File: src/rtl/id_ex_pipe_reg.sv
// -----------------------------------------------------------------------------
// id_ex_pipe_reg
//
// ID/EX pipeline register for the 5-stage RISC-V core. It latches the decoded
// control bits, operands, immediate, PC and instruction fields from ID into EX
// with one cycle of latency. It inserts a bubble on flush or load-use stall,
// and while the halt sequencer is draining or halted.
//
// Halt sequencer: an ecall captured into EX with x17 == HALT_CODE moves the FSM
// from RUN to DRAIN. The FSM spends DRAIN_CYCLES cycles letting the older
// instructions retire, then enters HALTED. HALTED is terminal until reset.
//
// Optional feature (macro ID_EX_BUBBLE_CNT_EN):
//   defined   - bubble_count counts flush/stall bubbles inserted in RUN (wraps).
//   undefined - bubble_count is tied to 0 and no counter register exists.
//
// Parameters:
//   HALT_CODE     x17 value that turns an ecall into a halt request
//   DRAIN_CYCLES  cycles from the ecall entering EX until is_halted
//   XLEN          datapath width
//
// Ports:
//   clk, reset               clock; asynchronous active-high reset
//   id_* control bits        decoded control from ID
//   id_is_stall, flush       load-use stall / control-flow redirect (bubble)
//   id_pc, id_rs1_data, id_rs2_data, id_imm, id_x17_data, id_inst  ID data
//   ex_* control bits        registered control (0 in a bubble)
//   ex_pc, ex_rs1_data, ex_rs2_data, ex_imm  registered data (held in a bubble)
//   ex_rs1, ex_rs2, ex_rd, ex_funct3, ex_funct7  instruction fields
//   ex_valid                 1 = real instruction in EX, 0 = bubble
//   hold_fetch               high while draining or halted
//   is_halted                halt sequence complete
//   bubble_count             flush/stall bubble statistic
// -----------------------------------------------------------------------------
module id_ex_pipe_reg #(
    parameter int HALT_CODE    = 10,
    parameter int DRAIN_CYCLES = 3,
    parameter int XLEN         = 32
) (
    input  logic            clk,
    input  logic            reset,

    input  logic            id_mem_read,
    input  logic            id_mem_to_reg,
    input  logic            id_mem_write,
    input  logic            id_alu_src,
    input  logic            id_write_enable,
    input  logic            id_pc_to_reg,
    input  logic            id_alu_op,
    input  logic            id_is_ecall,
    input  logic            id_is_stall,
    input  logic            flush,
    input  logic [XLEN-1:0] id_pc,
    input  logic [XLEN-1:0] id_rs1_data,
    input  logic [XLEN-1:0] id_rs2_data,
    input  logic [XLEN-1:0] id_imm,
    input  logic [XLEN-1:0] id_x17_data,
    input  logic [31:0]     id_inst,

    output logic            ex_mem_read,
    output logic            ex_mem_to_reg,
    output logic            ex_mem_write,
    output logic            ex_alu_src,
    output logic            ex_write_enable,
    output logic            ex_pc_to_reg,
    output logic            ex_alu_op,
    output logic            ex_is_ecall,
    output logic [XLEN-1:0] ex_pc,
    output logic [XLEN-1:0] ex_rs1_data,
    output logic [XLEN-1:0] ex_rs2_data,
    output logic [XLEN-1:0] ex_imm,
    output logic [4:0]      ex_rs1,
    output logic [4:0]      ex_rs2,
    output logic [4:0]      ex_rd,
    output logic [2:0]      ex_funct3,
    output logic [6:0]      ex_funct7,
    output logic            ex_valid,
    output logic            hold_fetch,
    output logic            is_halted,
    output logic [31:0]     bubble_count
);

    localparam int CNT_W = (DRAIN_CYCLES < 2) ? 1 : $clog2(DRAIN_CYCLES + 1);

    typedef enum logic [1:0] {
        ST_RUN    = 2'd0,
        ST_DRAIN  = 2'd1,
        ST_HALTED = 2'd2
    } state_t;

    state_t           state, state_nxt;
    logic [CNT_W-1:0] drain_cnt, drain_cnt_nxt;
    logic             capture;
    logic             halt_req;
    logic             stall_bubble;

    // The opcode field is not forwarded; decode has already consumed it.
    logic unused_opcode;
    assign unused_opcode = ^id_inst[6:0];

    // Only RUN ever latches a real instruction; DRAIN and HALTED force bubbles.
    assign capture      = (state == ST_RUN) && !flush && !id_is_stall;
    assign halt_req     = capture && id_is_ecall && (id_x17_data == XLEN'(HALT_CODE));
    assign stall_bubble = (state == ST_RUN) && (flush || id_is_stall);

    assign hold_fetch = (state != ST_RUN);
    assign is_halted  = (state == ST_HALTED);

    // ---- halt sequencer: next state --------------------------------------
    always_comb begin
        state_nxt     = state;
        drain_cnt_nxt = drain_cnt;
        unique case (state)
            ST_RUN: begin
                if (halt_req) begin
                    state_nxt     = ST_DRAIN;
                    drain_cnt_nxt = CNT_W'(1);
                end
            end
            ST_DRAIN: begin
                // The counter equals the number of edges since the ecall edge.
                if (drain_cnt == CNT_W'(DRAIN_CYCLES)) begin
                    state_nxt = ST_HALTED;
                end else begin
                    drain_cnt_nxt = drain_cnt + CNT_W'(1);
                end
            end
            ST_HALTED: begin
                state_nxt = ST_HALTED;
            end
            default: begin
                state_nxt     = ST_RUN;
                drain_cnt_nxt = '0;
            end
        endcase
    end

    // ---- halt sequencer: state register ----------------------------------
    always_ff @(posedge clk or posedge reset) begin
        if (reset) begin
            state     <= ST_RUN;
            drain_cnt <= '0;
        end else begin
            state     <= state_nxt;
            drain_cnt <= drain_cnt_nxt;
        end
    end

    // ---- ID -> EX stage boundary -----------------------------------------
    always_ff @(posedge clk or posedge reset) begin
        if (reset) begin
            ex_mem_read     <= 1'b0;
            ex_mem_to_reg   <= 1'b0;
            ex_mem_write    <= 1'b0;
            ex_alu_src      <= 1'b0;
            ex_write_enable <= 1'b0;
            ex_pc_to_reg    <= 1'b0;
            ex_alu_op       <= 1'b0;
            ex_is_ecall     <= 1'b0;
            ex_valid        <= 1'b0;
            ex_pc           <= '0;
            ex_rs1_data     <= '0;
            ex_rs2_data     <= '0;
            ex_imm          <= '0;
            ex_rs1          <= '0;
            ex_rs2          <= '0;
            ex_rd           <= '0;
            ex_funct3       <= '0;
            ex_funct7       <= '0;
        end else if (capture) begin
            ex_mem_read     <= id_mem_read;
            ex_mem_to_reg   <= id_mem_to_reg;
            ex_mem_write    <= id_mem_write;
            ex_alu_src      <= id_alu_src;
            ex_write_enable <= id_write_enable;
            ex_pc_to_reg    <= id_pc_to_reg;
            ex_alu_op       <= id_alu_op;
            ex_is_ecall     <= id_is_ecall;
            ex_valid        <= 1'b1;
            ex_pc           <= id_pc;
            ex_rs1_data     <= id_rs1_data;
            ex_rs2_data     <= id_rs2_data;
            ex_imm          <= id_imm;
            ex_rs1          <= id_inst[19:15];
            ex_rs2          <= id_inst[24:20];
            ex_rd           <= id_inst[11:7];
            ex_funct3       <= id_inst[14:12];
            ex_funct7       <= id_inst[31:25];
        end else begin
            // Bubble: kill control, keep data/fields from the last capture.
            ex_mem_read     <= 1'b0;
            ex_mem_to_reg   <= 1'b0;
            ex_mem_write    <= 1'b0;
            ex_alu_src      <= 1'b0;
            ex_write_enable <= 1'b0;
            ex_pc_to_reg    <= 1'b0;
            ex_alu_op       <= 1'b0;
            ex_is_ecall     <= 1'b0;
            ex_valid        <= 1'b0;
        end
    end

`ifdef ID_EX_BUBBLE_CNT_EN
    logic [31:0] bubble_cnt_q;

    // Stall and flush together are one bubble, so they count once.
    always_ff @(posedge clk or posedge reset) begin
        if (reset) begin
            bubble_cnt_q <= '0;
        end else if (stall_bubble) begin
            bubble_cnt_q <= bubble_cnt_q + 32'd1;
        end
    end

    assign bubble_count = bubble_cnt_q;
`else
    logic unused_stall_bubble;
    assign unused_stall_bubble = stall_bubble;
    assign bubble_count        = '0;
`endif

endmodule

File: config.mk
export PLATFORM = sky130hd
export DESIGN_NAME = id_ex_pipe_reg
export DESIGN_NICKNAME = d
export VERILOG_FILES = /design/src/rtl/id_ex_pipe_reg.sv
export SDC_FILE = /design/constraint.sdc
export NUM_CORES = 1
export LEC_CHECK = 0
export CAP_MARGIN = 0
export CORE_AREA = 2 2 157 159
export DETAILED_ROUTE_END_ITERATION = 6
export DIE_AREA = 0 0 159 161
export GPL_TIMING_DRIVEN = 0
export PLACE_DENSITY = 0.74
export SLEW_MARGIN = 40
export SYNTH_ARGS = -nofsm -noshare
export SYNTH_HDL_FRONTEND = slang
export SYNTH_SLANG_ARGS = --single-unit
File: constraint.sdc
create_clock -name clk -period 7.58 [get_ports clk]
set_input_delay 1.895 -clock clk [delete_from_list [all_inputs] [get_ports clk]]
set_output_delay 1.895 -clock clk [all_outputs]
set_load 0.02 [all_outputs]
==> results.yml <==
synthesis:
  avgSynthCellArea_sq_um: 15.6
  synth.distinct_cells: 29
  synth_seq_cells: 166
  syn-cell-area_sq_um: 6700
  synthCells: 430
  yosysWarningCount: 0
  yosysSeqAreaShare: 0.620
routing:
  drc: 0
  wl_per_cell_um: 16.2
  dr.first_iter.drc_count: 118
  first_pass_iters: 4
  num_vias: 4948
  routed_wl_um: 19000
  final_antenna_net_count: 0
  viasPerCell: 4.20
sta:
  rsz0062_at_grt: "false"
  setup_viol: 0
  max_freq_mhz: 258
  fin_skew_ps: 9.68
  holdWs_ps: 481
  min_period_ps: 3880
  setup-tns-final_ps: 0
  slew_viol_final: 0
  timing.final.ws_setup_ps: 3700
  hold_violations: 0
  timing.final.crit_share: 0.512
grt:
  busiest_layer: "met2"
  grt_overflow_total: 0
  grt_use_met2: 0.262
  grt_pass1_vias: 5470
  track_usage: 0.150
  grt_pass1_wl_um: 30100
  grt_max_degree: 79
  use_met1: 0.169
  antenna_found_initial: 1
  met3_usage: 0.0678
hold_path:
  hold_path_class: "flop to flop"
  min_path_cells: 1
clock_network:
  cts.path.max_buffers: 2
  clock-sinks: 166
  clkTransAtPathRegs_ps: 70
  post_cts_resized: 0
  postCtsHoldBufs: 0
  numCtsBuffers: 17
  clock-root-buffer: "clkbuf_16"
  post_cts_buffers: 0
  ctsHtreeMaxLevel: 4
  cts_tree: "yes"
  clkLatencyLatePin_ps: 410
die:
  ioPinCount: 400
  core_area_sq_um: 24000
  die_y_um: 161
  die_w_um: 159
  dieArea_sq_um: 25600
  start_util: 0.280
  core.rowCount: 57
finish:
  design_area_sq_um: 11500
  drive_gt1_frac: 0.186
  antenna_cells: 0
  final_cell_mix: "clkdlybuf4s50_1, dfrtp_1, mux2_1, mux2_2, buf_4"
  nets: 1051
  synthToLayoutAreaGrowth_pct: 71.4
  final_common_cell: "clkdlybuf4s50_1"
place:
  placed_area_sq_um: 10900
  hpwl_um: 14900
  gp_congestion: 0.781
  pre_cts_ws_ps: 3960
  numPortBuffers: 360
worst_setup_path:
  worstSetupEndpointType: "primary output"
  critical_path_arrival_ps: 1980
  worstSetupPathType: "flop to primary output"
  crit_path_start_kind: "flop"
  r2r_cells: 7
  required_ps: 5690
  cp_max_fo: 7
status:
  status: "complete, no violations"
job:
  drv_cap: 0
power:
  vdd_ir_drop_max_mv: 0.131
  p_leak_uw: 0.00480
  total_power_uw: 2770
  powerDensity_nw_per_um2: 241
## routing by layer
| layer | up-vias | part of all wire |
|---|---|---|
| li1 | 2271 | - |
| met1 | 2404 | 0.39 |
| met2 | 258 | 0.49 |
| met3 | 13 | 0.10 |
| met4 | 2 | 0.011 |
| met5 | - | 0.00068 |
## layout make-up
class | count | area, sq um
Clock inverter | 13 | 173
Buffer | 50 | 417
Timing Repair Buffer | 362 | 3660
Sequential cell | 166 | 4150
Tap cell | 324 | 405
Clock buffer | 17 | 425
Fill cell | 2183 | 12500
Multi-Input combinational cell | 239 | 2220
Inverter | 6 | 30.0
## synth_stat cells
master,number,area share
a21o_1,1,0.0011
dfrtp_1,166,0.62
inv_2,1,0.00056
buf_6,9,0.015
nor2b_1,3,0.0028
a221oi_1,3,0.0039
mux2_2,73,0.12
nor3b_1,2,0.0022
nand3_1,3,0.0022
o21ai_0,3,0.0022
a311oi_1,1,0.0013
nor4bb_1,1,0.0015
buf_8,1,0.0022
conb_1,1,0.00056
nor3_1,2,0.0015
nand2_1,1,0.00056
nor2_1,3,0.0017
inv_1,5,0.0028
ha_1,5,0.0093
buf_4,40,0.045
and2_1,8,0.0075
and3_1,1,0.00093
nor3b_2,1,0.0019
nand2_2,1,0.00093
mux2_1,80,0.13
and4_1,2,0.0026
a211oi_1,1,0.0011
nand4_1,5,0.0047
nor4_1,7,0.0065
## cell families (layout without fill, tap and decap cells)
kind of cell	Yosys count	after routing	synth area share
and+or+nand+nor	40	40	0.0375
other	1	32	0.000560
adders and majority gates	5	5	0.00934
muxes	153	153	0.257
AOI/OAI and AO/OA	9	9	0.00971
DFF	166	166	0.620
buffers and inverters	56	448	0.0656
## power by group
part / switching (uW) / internal (uW) / total [uW]
combinational: 356 / 438 / 794
clock: 367 / 520 / 888
sequential: 67.7 / 1020 / 1090
total: 791 / 1980 / 2770
## critical path, cell delays in order, from the launching register on
cell and delay (ps):
dfrtp_1 390, inv_1 100, ha_1 280, inv_1 160, clkdlybuf4s50_1 640
## path summary, 6_finish.rpt
path                       startpoint  slack, ps               to
max                          state[1]       3700       hold_fetch
min                        ex_imm[24]        480       ex_imm[24]
max reg2reg                  state[1]       5440  ex_rs1_data[24]
min reg2reg                ex_imm[24]        480       ex_imm[24]
max in group asynchronous       reset       5150        ex_pc[19]
min in group asynchronous       reset       1800        ex_imm[7]
## through the flow
| step | std cells | util |
|---|---|---|
| 2_1_floorplan | 461 | - |
| 3_3_place_gp | 1145 | 0.452 |
| 3_5_place_dp | 1147 | 0.454 |
| 4_1_cts | 1177 | 0.479 |
| 5_1_grt | 1177 | 0.479 |
| 6_report | 1177 | 0.479 |
(Power assumes the default switching activity.)
